<file path="config.mk">
export PLATFORM = sky130hd
export DESIGN_NAME = prog_loader
export DESIGN_NICKNAME = d
export VERILOG_FILES = /design/src/rtl/prog_loader_pkg.sv /design/src/rtl/prog_loader.sv
export SDC_FILE = /design/constraint.sdc
export NUM_CORES = 1
export LEC_CHECK = 0
export ABC_AREA = 1
export CORE_ASPECT_RATIO = 2
export CORE_UTILIZATION = 65
export CTS_BUF_LIST = sky130_fd_sc_hd__clkbuf_4
export DETAILED_ROUTE_END_ITERATION = 8
export HOLD_SLACK_MARGIN = 0.08
export PLACE_DENSITY_LB_ADDON = 0.12
export SYNTH_ARGS = -nofsm -noshare
export SYNTH_HDL_FRONTEND = slang
export SYNTH_SLANG_ARGS = --single-unit
</file>
<file path="constraint.sdc">
create_clock -name clk -period 3.87 [get_ports clk]
set_input_delay 0.774 -clock clk [delete_from_list [all_inputs] [get_ports clk]]
set_output_delay 0.774 -clock clk [all_outputs]
set_load 0.1 [all_outputs]
</file>
<file path="src/rtl/prog_loader_pkg.sv">
// rtl/prog_loader_pkg.sv - shared widths and state encoding for the program loader
package prog_loader_pkg;

    localparam int BYTE_W  = 8;
    localparam int INSTR_W = 16;
    localparam int LEN_W   = 16;

    typedef enum logic [2:0] {
        ST_LEN_HI = 3'd0,
        ST_LEN_LO = 3'd1,
        ST_W_HI   = 3'd2,
        ST_W_LO   = 3'd3,
        ST_CSUM   = 3'd4,
        ST_DONE   = 3'd5,
        ST_ERR    = 3'd6
    } state_t;

    // Terminal states stop consuming bytes until a restart.
    function automatic logic accepts_bytes(input state_t s);
        return (s != ST_DONE) && (s != ST_ERR);
    endfunction

endpackage

</file>
<file path="src/rtl/prog_loader.sv">
// rtl/prog_loader.sv - byte-stream loader that writes instruction memory and gates CPU run
module prog_loader
    import prog_loader_pkg::*;
#(
    parameter int ADDR_W    = 10,
    parameter int MAX_WORDS = 1024
) (
    input  logic               clk,
    input  logic               reset,
    input  logic               in_valid,
    input  logic [BYTE_W-1:0]  in_data,
    output logic               in_ready,
    input  logic               restart,
    output logic               mem_we,
    output logic [ADDR_W-1:0]  mem_addr,
    output logic [INSTR_W-1:0] mem_wdata,
    output logic               cpu_run,
    output logic               done,
    output logic               err
);

    localparam logic [LEN_W-1:0] MAX_N = LEN_W'(MAX_WORDS);

    state_t              state;
    logic [BYTE_W-1:0]   len_hi_q;
    logic [BYTE_W-1:0]   byte_hi_q;
    logic [BYTE_W-1:0]   xor_q;
    logic [LEN_W-1:0]    len_q;
    logic [LEN_W-1:0]    cnt_q;
    logic [ADDR_W-1:0]   addr_q;

    logic                xfer;
    logic [LEN_W-1:0]    n_in;
    logic                last_word;

    assign in_ready  = accepts_bytes(state);
    assign xfer      = in_valid && in_ready;
    assign n_in      = {len_hi_q, in_data};
    assign last_word = ((cnt_q + LEN_W'(1)) == len_q);

    always_ff @(posedge clk or negedge reset) begin
        if (!reset) begin
            state     <= ST_LEN_HI;
            len_hi_q  <= '0;
            byte_hi_q <= '0;
            xor_q     <= '0;
            len_q     <= '0;
            cnt_q     <= '0;
            addr_q    <= '0;
            mem_we    <= 1'b0;
            mem_addr  <= '0;
            mem_wdata <= '0;
            cpu_run   <= 1'b0;
            done      <= 1'b0;
            err       <= 1'b0;
        end else begin
            mem_we <= 1'b0;
            case (state)
                ST_LEN_HI: begin
                    if (xfer) begin
                        len_hi_q <= in_data;
                        state    <= ST_LEN_LO;
                    end
                end
                ST_LEN_LO: begin
                    if (xfer) begin
                        len_q  <= n_in;
                        cnt_q  <= '0;
                        addr_q <= '0;
                        xor_q  <= '0;
                        if (n_in > MAX_N) begin
                            state <= ST_ERR;
                            err   <= 1'b1;
                        end else if (n_in == '0) begin
                            state <= ST_CSUM;
                        end else begin
                            state <= ST_W_HI;
                        end
                    end
                end
                ST_W_HI: begin
                    if (xfer) begin
                        byte_hi_q <= in_data;
                        xor_q     <= xor_q ^ in_data;
                        state     <= ST_W_LO;
                    end
                end
                ST_W_LO: begin
                    if (xfer) begin
                        mem_we    <= 1'b1;
                        mem_addr  <= addr_q;
                        mem_wdata <= {byte_hi_q, in_data};
                        xor_q     <= xor_q ^ in_data;
                        addr_q    <= addr_q + ADDR_W'(1);
                        cnt_q     <= cnt_q + LEN_W'(1);
                        state     <= last_word ? ST_CSUM : ST_W_HI;
                    end
                end
                ST_CSUM: begin
                    if (xfer) begin
                        if (in_data == xor_q) begin
                            state   <= ST_DONE;
                            done    <= 1'b1;
                            cpu_run <= 1'b1;
                        end else begin
                            state <= ST_ERR;
                            err   <= 1'b1;
                        end
                    end
                end
                ST_DONE, ST_ERR: begin
                    if (restart) begin
                        state   <= ST_LEN_HI;
                        xor_q   <= '0;
                        cnt_q   <= '0;
                        addr_q  <= '0;
                        cpu_run <= 1'b0;
                        done    <= 1'b0;
                        err     <= 1'b0;
                    end
                end
                default: state <= ST_LEN_HI;
            endcase
        end
    end

endmodule
</file>
==> impl_metrics.py <==
metrics = {
    "timing": {
        "clock_skews_ns": 0.0138,
        "fin_tns_setup_ns": 0,
        "tightestPinTransition_ns": 0.984,
        "total_count_of_hold_check_failures_in_the_final_report": 0,
        "finalWorstPathRequiredPeriod_ns": 3.18,
        "achievable-frequency_mhz": 315,
        "report.final.setup_viol": 0,
        "rsz_0062_raised_after_global_routing": "no",
        "timing.final.crit_share": 0.822,
        "slew_headroom": 0.342,
        "maxSlewViolCount": 0,
    },
    "pwr": {
        "static-leakage-power_nw": 2.69,
        "cell_internal_pwr_mw": 2.26,
        "p_sw_frac": 0.495,
        "power.clock.fraction": 0.145,
        "cellPowerDensity_nw_per_um2": 800,
        "pwr-share-comb": 0.504,
        "net-switching-power_mw": 2.22,
        "seq_power_share": 0.351,
        "ir_worst_vdd_uv": 596,
    },
    "cells_and_area": {
        "area.growth.synth_to_final_pct": 13.1,
        "num-fill-cells": 546,
        "design_area_sq_um": 5610,
        "post_route_cells_drive_above_1_share": 0.0778,
        "mostFrequentLayoutCells": "185 x sky130_fd_sc_hd__nand2_1, 98 x sky130_fd_sc_hd__dfrtp_1, 70 x sky130_fd_sc_hd__inv_1",
        "layout.cells.most_common": "sky130_fd_sc_hd__nand2_1",
        "layout.nets": 677,
        "n_antenna_cell": 0,
    },
    "synthesis": {
        "synth_seq_area_share": 0.494,
        "dominant_synthesized_flop_cell": "sky130_fd_sc_hd__dfrtp_1",
        "share_of_synthesized_area_spent_on_multiplexers": 0.0151,
        "yosys_warnings": 0,
        "synth_top_family_by_area": "simple AND/OR/NAND/NOR gates",
        "syn_nets": 636,
        "synth_edf_count": 0,
        "postSynthRegisterBits": 98,
        "syn_area_per_cell_sq_um": 7.97,
        "synth_async_sr_flop_share": 1.00,
        "area_fraction_in_compound_gates_after_synthesis": 0.0991,
        "synthXorXnorAreaFrac": 0.0212,
        "yosysUniqueCellTypes": 37,
        "synth_simple_gate_area_share": 0.290,
        "netlist_area_sq_um": 4960,
        "adder_and_majority_cell_fraction_of_the_synthesized_area": 0.00505,
        "synth_cells": 622,
    },
    "floorplanning": {
        "core_area_sq_um": 7320,
        "fp.dieW_um": 63.8,
        "initial_core_util": 0.677,
        "chipHeight_um": 126,
        "top_level_ports": 43,
        "die-area_sq_um": 8000,
        "placementRows": 44,
    },
    "routing": {
        "drt.antenna.violating_nets": 0,
        "post_drt_via_cell_ratio": 5.68,
        "routed_wl_um": 11900,
        "drt-initial-drc-count": 278,
        "drtPass1Iterations": 5,
        "vias_after_detailed_routing": 4314,
        "route.detailed.drc": 0,
        "detail_route.wl_per_cell_um": 15.6,
    },
    "clock_tree": {
        "clock_latency_reported_for_the_late_side_of_the_worst_skew_pair_ns": 0.46,
        "cts_tree": "yes",
        "cts.path.max_buffers": 2,
        "clock_tree.root_cell": "sky130_fd_sc_hd__clkbuf_4",
        "numCtsBuffers": 9,
        "cts.htree.levels": 3,
        "cts.repair_timing.setup_buffer_count": 0,
        "tritoncts_num_sinks": 98,
        "cts_hold_buffers": 0,
        "clk_transition_reported_paths_ns": 0.14,
        "cts_resized": 0,
    },
    "critical_path": {
        "setup_crit_end_kind": "output pin",
        "maximum_fanout_encountered_on_the_critical_timing_path": 4,
        "critPathLaunchType": "register",
        "reg2reg_from": "cnt_q[0]",
        "reg2regPathDepth": 16,
        "worst_setup_slack_for_register_to_register_paths_ns": 1.49,
        "worst_ep_required_time_ns": 3.10,
        "cp.arrival_ns": 2.41,
        "regToRegEndpoint": "state[1]",
        "crit_type": "register to output pin",
    },
    "placed_design": {
        "globalplace.congestion": 0.869,
        "detailed_place_hpwl_um": 8920,
        "io_buffers": 42,
        "post_dp_cell_area_sq_um": 5430,
    },
    "global_route": {
        "vias_in_the_first_global_route": 4270,
        "grt_overflow": 0,
        "grt_pass1_wl_um": 19800,
        "antenna_found_initial": 0,
        "largest_net_degree_at_the_start_of_global_routing": 42,
        "grt.total_usage": 0.326,
    },
    "hold_path": {
        "min-delay-path-class": "input pin to async pin",
    },
    "outcome": {
        "outcome": "finished clean",
    },
    "job": {
        "maxCapViolations": 0,
    },
}
[power by group through the flow]
stage          logic [mW]  clock network (mW)  registers (mW)
2_1_floorplan        1.03                   0            2.31
3_3_place_gp         2.20                   0            1.58
3_5_place_dp         2.25                   0            1.59
4_1_cts              2.26               0.659            1.57
5_1_grt              2.44               0.695            1.62
6_report             2.26               0.650            1.57
[cell usage after synthesis (3+ instances only)]
| cell type | instances | share of area |
|---|---|---|
| sky130_fd_sc_hd__o21ai_0 | 58 | 0.059 |
| sky130_fd_sc_hd__nor2_2 | 4 | 0.0050 |
| sky130_fd_sc_hd__clkbuf_1 | 10 | 0.0076 |
| sky130_fd_sc_hd__mux2_2 | 4 | 0.0091 |
| sky130_fd_sc_hd__nor2_1 | 50 | 0.038 |
| sky130_fd_sc_hd__nor4_1 | 4 | 0.0050 |
| sky130_fd_sc_hd__o21ai_1 | 4 | 0.0040 |
| sky130_fd_sc_hd__buf_6 | 3 | 0.0068 |
| sky130_fd_sc_hd__o22ai_1 | 8 | 0.010 |
| sky130_fd_sc_hd__nand4_1 | 12 | 0.015 |
| sky130_fd_sc_hd__inv_2 | 5 | 0.0038 |
| sky130_fd_sc_hd__xor2_1 | 8 | 0.014 |
| sky130_fd_sc_hd__dfrtp_1 | 98 | 0.49 |
| sky130_fd_sc_hd__xnor2_1 | 4 | 0.0071 |
| sky130_fd_sc_hd__nor2_4 | 4 | 0.0091 |
| sky130_fd_sc_hd__nand2_2 | 4 | 0.0050 |
| sky130_fd_sc_hd__nand3_1 | 41 | 0.041 |
| sky130_fd_sc_hd__inv_1 | 70 | 0.053 |
| sky130_fd_sc_hd__nand2_1 | 185 | 0.14 |
| sky130_fd_sc_hd__a21oi_1 | 12 | 0.012 |
| sky130_fd_sc_hd__or2_2 | 3 | 0.0038 |
| sky130_fd_sc_hd__nor3_1 | 6 | 0.0061 |
| sky130_fd_sc_hd__nand3b_1 | 6 | 0.0091 |
[flip-flops by register name, indices dropped and copies added, names as in the netlist, 3 cells and up]
name,count
state,3
xor_q,8
mem_addr,10
mem_wdata,16
addr_q,10
cnt_q,16
len_hi_q,8
len_q,16
byte_hi_q,8
[area by class of cell]
class	count	area, sq um	share of cell area
flip-flops and latches	98	2450	0.437
multi-input cells	433	2140	0.381
repair buffers	46	448	0.0799
inverters	75	282	0.0502
well taps	92	115	0.0205
clock inverters	7	108	0.0192
clock buffers	9	67.6	0.0120
[per-layer routing]
metal / global-route usage / wire (um) / vias up / share of wire
met3: 0.0529 / 437 / 44 / 0.037
met4: 0.168 / 580 / 0 / 0.049
met1: 0.353 / 4400 / 2034 / 0.37
met5: 0 / 0 / - / 0
met2: 0.591 / 6460 / 147 / 0.54
li1: - / - / 2089 / -
[kinds of logic after synthesis]
family	count (synthesis)
fa+ha+maj	2
simple gates	323
mux	6
flops	98
compound gates	90
buf+inv	91
xor+xnor	12
[worst max path at each step]
| stage | slack (ns) | startpoint | to |
|---|---|---|---|
| global route | 0.61 | state[1] | in_ready |
| CTS | 0.68 | state[0] | in_ready |
| global placement | 1.21 | in_valid | xor_q[1] |
| finish | 0.69 | state[1] | in_ready |
| floorplan | 1.76 | done | done |
| detailed placement | 1.14 | in_valid | xor_q[0] |
[critical path, cell delays in order, from the launching register on]
cell                              delay [ns]
sky130_fd_sc_hd__dfrtp_1                0.47
sky130_fd_sc_hd__inv_2                  0.11
sky130_fd_sc_hd__nand2_2                0.07
sky130_fd_sc_hd__nand2_2                0.09
sky130_fd_sc_hd__nor2_4                 0.05
sky130_fd_sc_hd__inv_1                  0.05
sky130_fd_sc_hd__clkdlybuf4s50_1        1.12
[through the flow]
step	cells	power, mW	hold slack [ns]	worst slack, ns	util
after floorplan	622	3.34	0.450	1.76	-
after global placement	744	3.77	0.462	1.21	0.742
after detailed placement	744	3.84	0.464	1.14	0.742
after CTS	760	4.49	0.214	0.684	0.766
after global routing	760	4.75	0.226	0.614	0.766
final	760	4.49	0.219	0.691	0.766
Power figures use the tool's default switching activity.
==> edit: new RTL, same settings <==
Reset style: synchronous (`reset`), changed in one clocked block.
--- a/src/rtl/prog_loader.sv
+++ b/src/rtl/prog_loader.sv
@@ -40,3 +40,3 @@
 
-    always_ff @(posedge clk or negedge reset) begin
+    always_ff @(posedge clk) begin
         if (!reset) begin
Function: differs if reset is asserted again (counterexample within 4 cycles, from zero or initial values and one cycle with reset low); with reset held inactive, the same outputs for 4 cycles.
==> edit against the original RTL <==
Worst setup slack improved by 0.38 ns. Wire length rose by 7.4%. Global-route usage rose by 2.6 points. Register-to-register slack got worse by 0.11 ns. Count of clock-buffer cells in the layout did not move. Total power fell by 32%. Cell area fell by 5.2%. Area after synthesis fell by 5.0%. Largest cell class is now multi-input gates. Clock power fell by 19%. Hold slack improved by 0.26 ns. Sequential cell count did not move. Via count rose by 7.8%.
==> edit: results (changes against the original RTL) <==
stage,metric,value,unit,change
drt,drt-vias-per-instance,5.79,,+2.1%
drt,detail_route.wl_per_cell,15.9,um,+1.6%
sta,fin_worst_skew,0.0278,ns,+0.0140 ns
logic_synthesis,synth_sequential_area_ratio,41.6,%,-7.8 points
drt,firstDrtPassIters,6,,+1
layout,nets,722,,+6.6%
logic_synthesis,synth.top_cells.by_area,"dfxtp_1 (42%), nand2_1 (12%), a21oi_1 (8.9%)",,
placed_design,dp_hpwl,9490,um,+6.3%
drt,drt-initial-drc-count,280,,+0.72%
layout,count_of_inserted_antenna_diode_cells,0,,unchanged
min_path,worst_hold_path_type,flip-flop to flip-flop,,
critical_path,worst_r2r_endpoint,addr_q[6]$_SDFFE_PN0P_,,
power_and_ir_drop,power.leakage,2.15,nW,-20%
logic_synthesis,commonest_cells_in_the_netlist,"nand2_1 (149), dfxtp_1 (98), a21oi_1 (84)",,
critical_path,worstSetupEndpoint,xor_q[2]$_SDFFE_PN0P_,,
critical_path,cpPeakStageDelay,0.80,ns,-0.32 ns
sta,worst_slew_margin_rel,32.8,%,-1.4 points
critical_path,worst-endpoint-arrival,3.14,ns,+0.73 ns
logic_synthesis,synthFlopType,dfxtp_1,,
global_route,grt_pass1_wl,20700,um,+4.4%
critical_path,timing.critical_path.from,in_valid,,
critical_path,critPathSlowestCell,clkdlybuf4s50_1,,
critical_path,critical_path_peak_fanout,13,,+9
clocking,postCtsSetupRepairBufs,0,,unchanged
global_route,grt_max_degree,51,,+21%
critical_path,worstRegToRegCells,10,,-6
logic_synthesis,postSynthNetCount,686,,+7.9%
logic_synthesis,synthArstFlopShare,0,%,-100 points
critical_path,ff2ff_setup_slack,1.38,ns,-0.11 ns
critical_path,timing.rr.start,state[1]$_SDFFE_PN0P_,,
global_route,number_of_global_route_vias_before_repair,4531,,+6.1%
global_route,grt_use_total,35.2,%,+2.6 points
run_status,run_status,"finished, final reports clean",,
placed_design,place.gp.congestion,0.916,,+5.4%
power_and_ir_drop,peakVddDrop,0.000481,V,-19%
min_path,hold_path.startpoint,byte_hi_q[4]$_SDFFE_PN0P_,,
layout,num-fill-cells,563,,+3.1%
critical_path,cp_top_family,buffers and inverters,,
logic_synthesis,yosysUniqueCellTypes,36,,-2.7%
clocking,later_pin_clock_latency_in_the_skew_report,0.48,ns,+0.02 ns
layout,fraction_of_final_layout_cells_with_drive_strength_greater_than_1,7.85,%,+0.070 points
==> edit: cell types whose count changed in the layout (fill, tap and decap cells not counted), sizes merged, moves of 6 or more <==
cell / unedited run / this run
dfxtp: 0 / 98
a21oi: 13 / 85
mux2: 6 / 0
o22ai: 8 / 0
dfrtp: 98 / 0
nand2: 189 / 158
o21ai: 64 / 58
nand3: 42 / 59
==> edit: how the worst min path moves through the flow <==
stage / to / slack (ns)
finish: byte_hi_q[4]$_SDFFE_PN0P_ / 0.47
global route: byte_hi_q[4]$_SDFFE_PN0P_ / 0.49
CTS: addr_q[9]$_SDFFE_PN0P_ / 0.47
detailed placement: addr_q[9]$_SDFFE_PN0P_ / 0.46
global placement: addr_q[9]$_SDFFE_PN0P_ / 0.45
floorplan: addr_q[9]$_SDFFE_PN0P_ / 0.43
==> edit: stage by stage <==
| stage | instance area [um^2] | setup slack, ns | hold slack (ns) | std cells | power (mW) |
|---|---|---|---|---|---|
| 3_5_place_dp | 5190 | 0.689 | 0.455 | 787 | 2.54 |
| 3_3_place_gp | 5190 | 0.801 | 0.447 | 787 | 2.49 |
| 2_1_floorplan | 4710 | 1.72 | 0.429 | 672 | 2.23 |
| 6_report | 5320 | 1.07 | 0.475 | 803 | 3.07 |
| 5_1_grt | 5320 | 0.899 | 0.487 | 803 | 3.25 |
| 4_1_cts | 5320 | 1.08 | 0.473 | 803 | 3.05 |
==> edit: cell type report <==
class                           count  share of cell area [%]
Sequential cell                    98                    36.9
Tap cell                           90                    2.12
Multi-Input combinational cell    476                    44.6
Clock inverter                      7                    1.13
Timing Repair Buffer               48                    8.70
Clock buffer                        9                    1.27
Inverter                           75                    5.29
==> edit: kinds of logic (layout without fill, tap and decap cells) <==
logic type               after synthesis  in the layout  synth area share [%]
adder cells (fa/ha/maj)                2              2                 0.531
XOR/XNOR                              11             11                  2.36
AND/OR/NAND/NOR                      304            304                  29.1
AO/OA/AOI/OAI                        159            159                  18.3
buffers and inverters                 98            139                  7.99
flip-flops                            98             98                  41.6
==> edit: worst min-delay path, cell delays in order (launching register included) <==
cell and delay, ns:
dfxtp_1 0.34, nand2_1 0.06, a21oi_1 0.05
==> edit: where the power goes <==
part	total (mW)	leakage [nW]	internal, mW	switching (mW)
Sequential	1.33	0.796	1.18	0.149
Combinational	1.21	1.28	0.381	0.833
Clock	0.525	0.0722	0.190	0.335
Total	3.07	2.15	1.75	1.32
==> edit: per-layer routing <==
metal / vias up / GRT usage, % / part of all wire [%]
met1: 2141 / 34.1 / 36
met2: 159 / 65.2 / 53
met5: - / 0 / 0
met4: 0 / 27.2 / 6.4
met3: 62 / 6.13 / 4.2
li1: 2290 / - / -
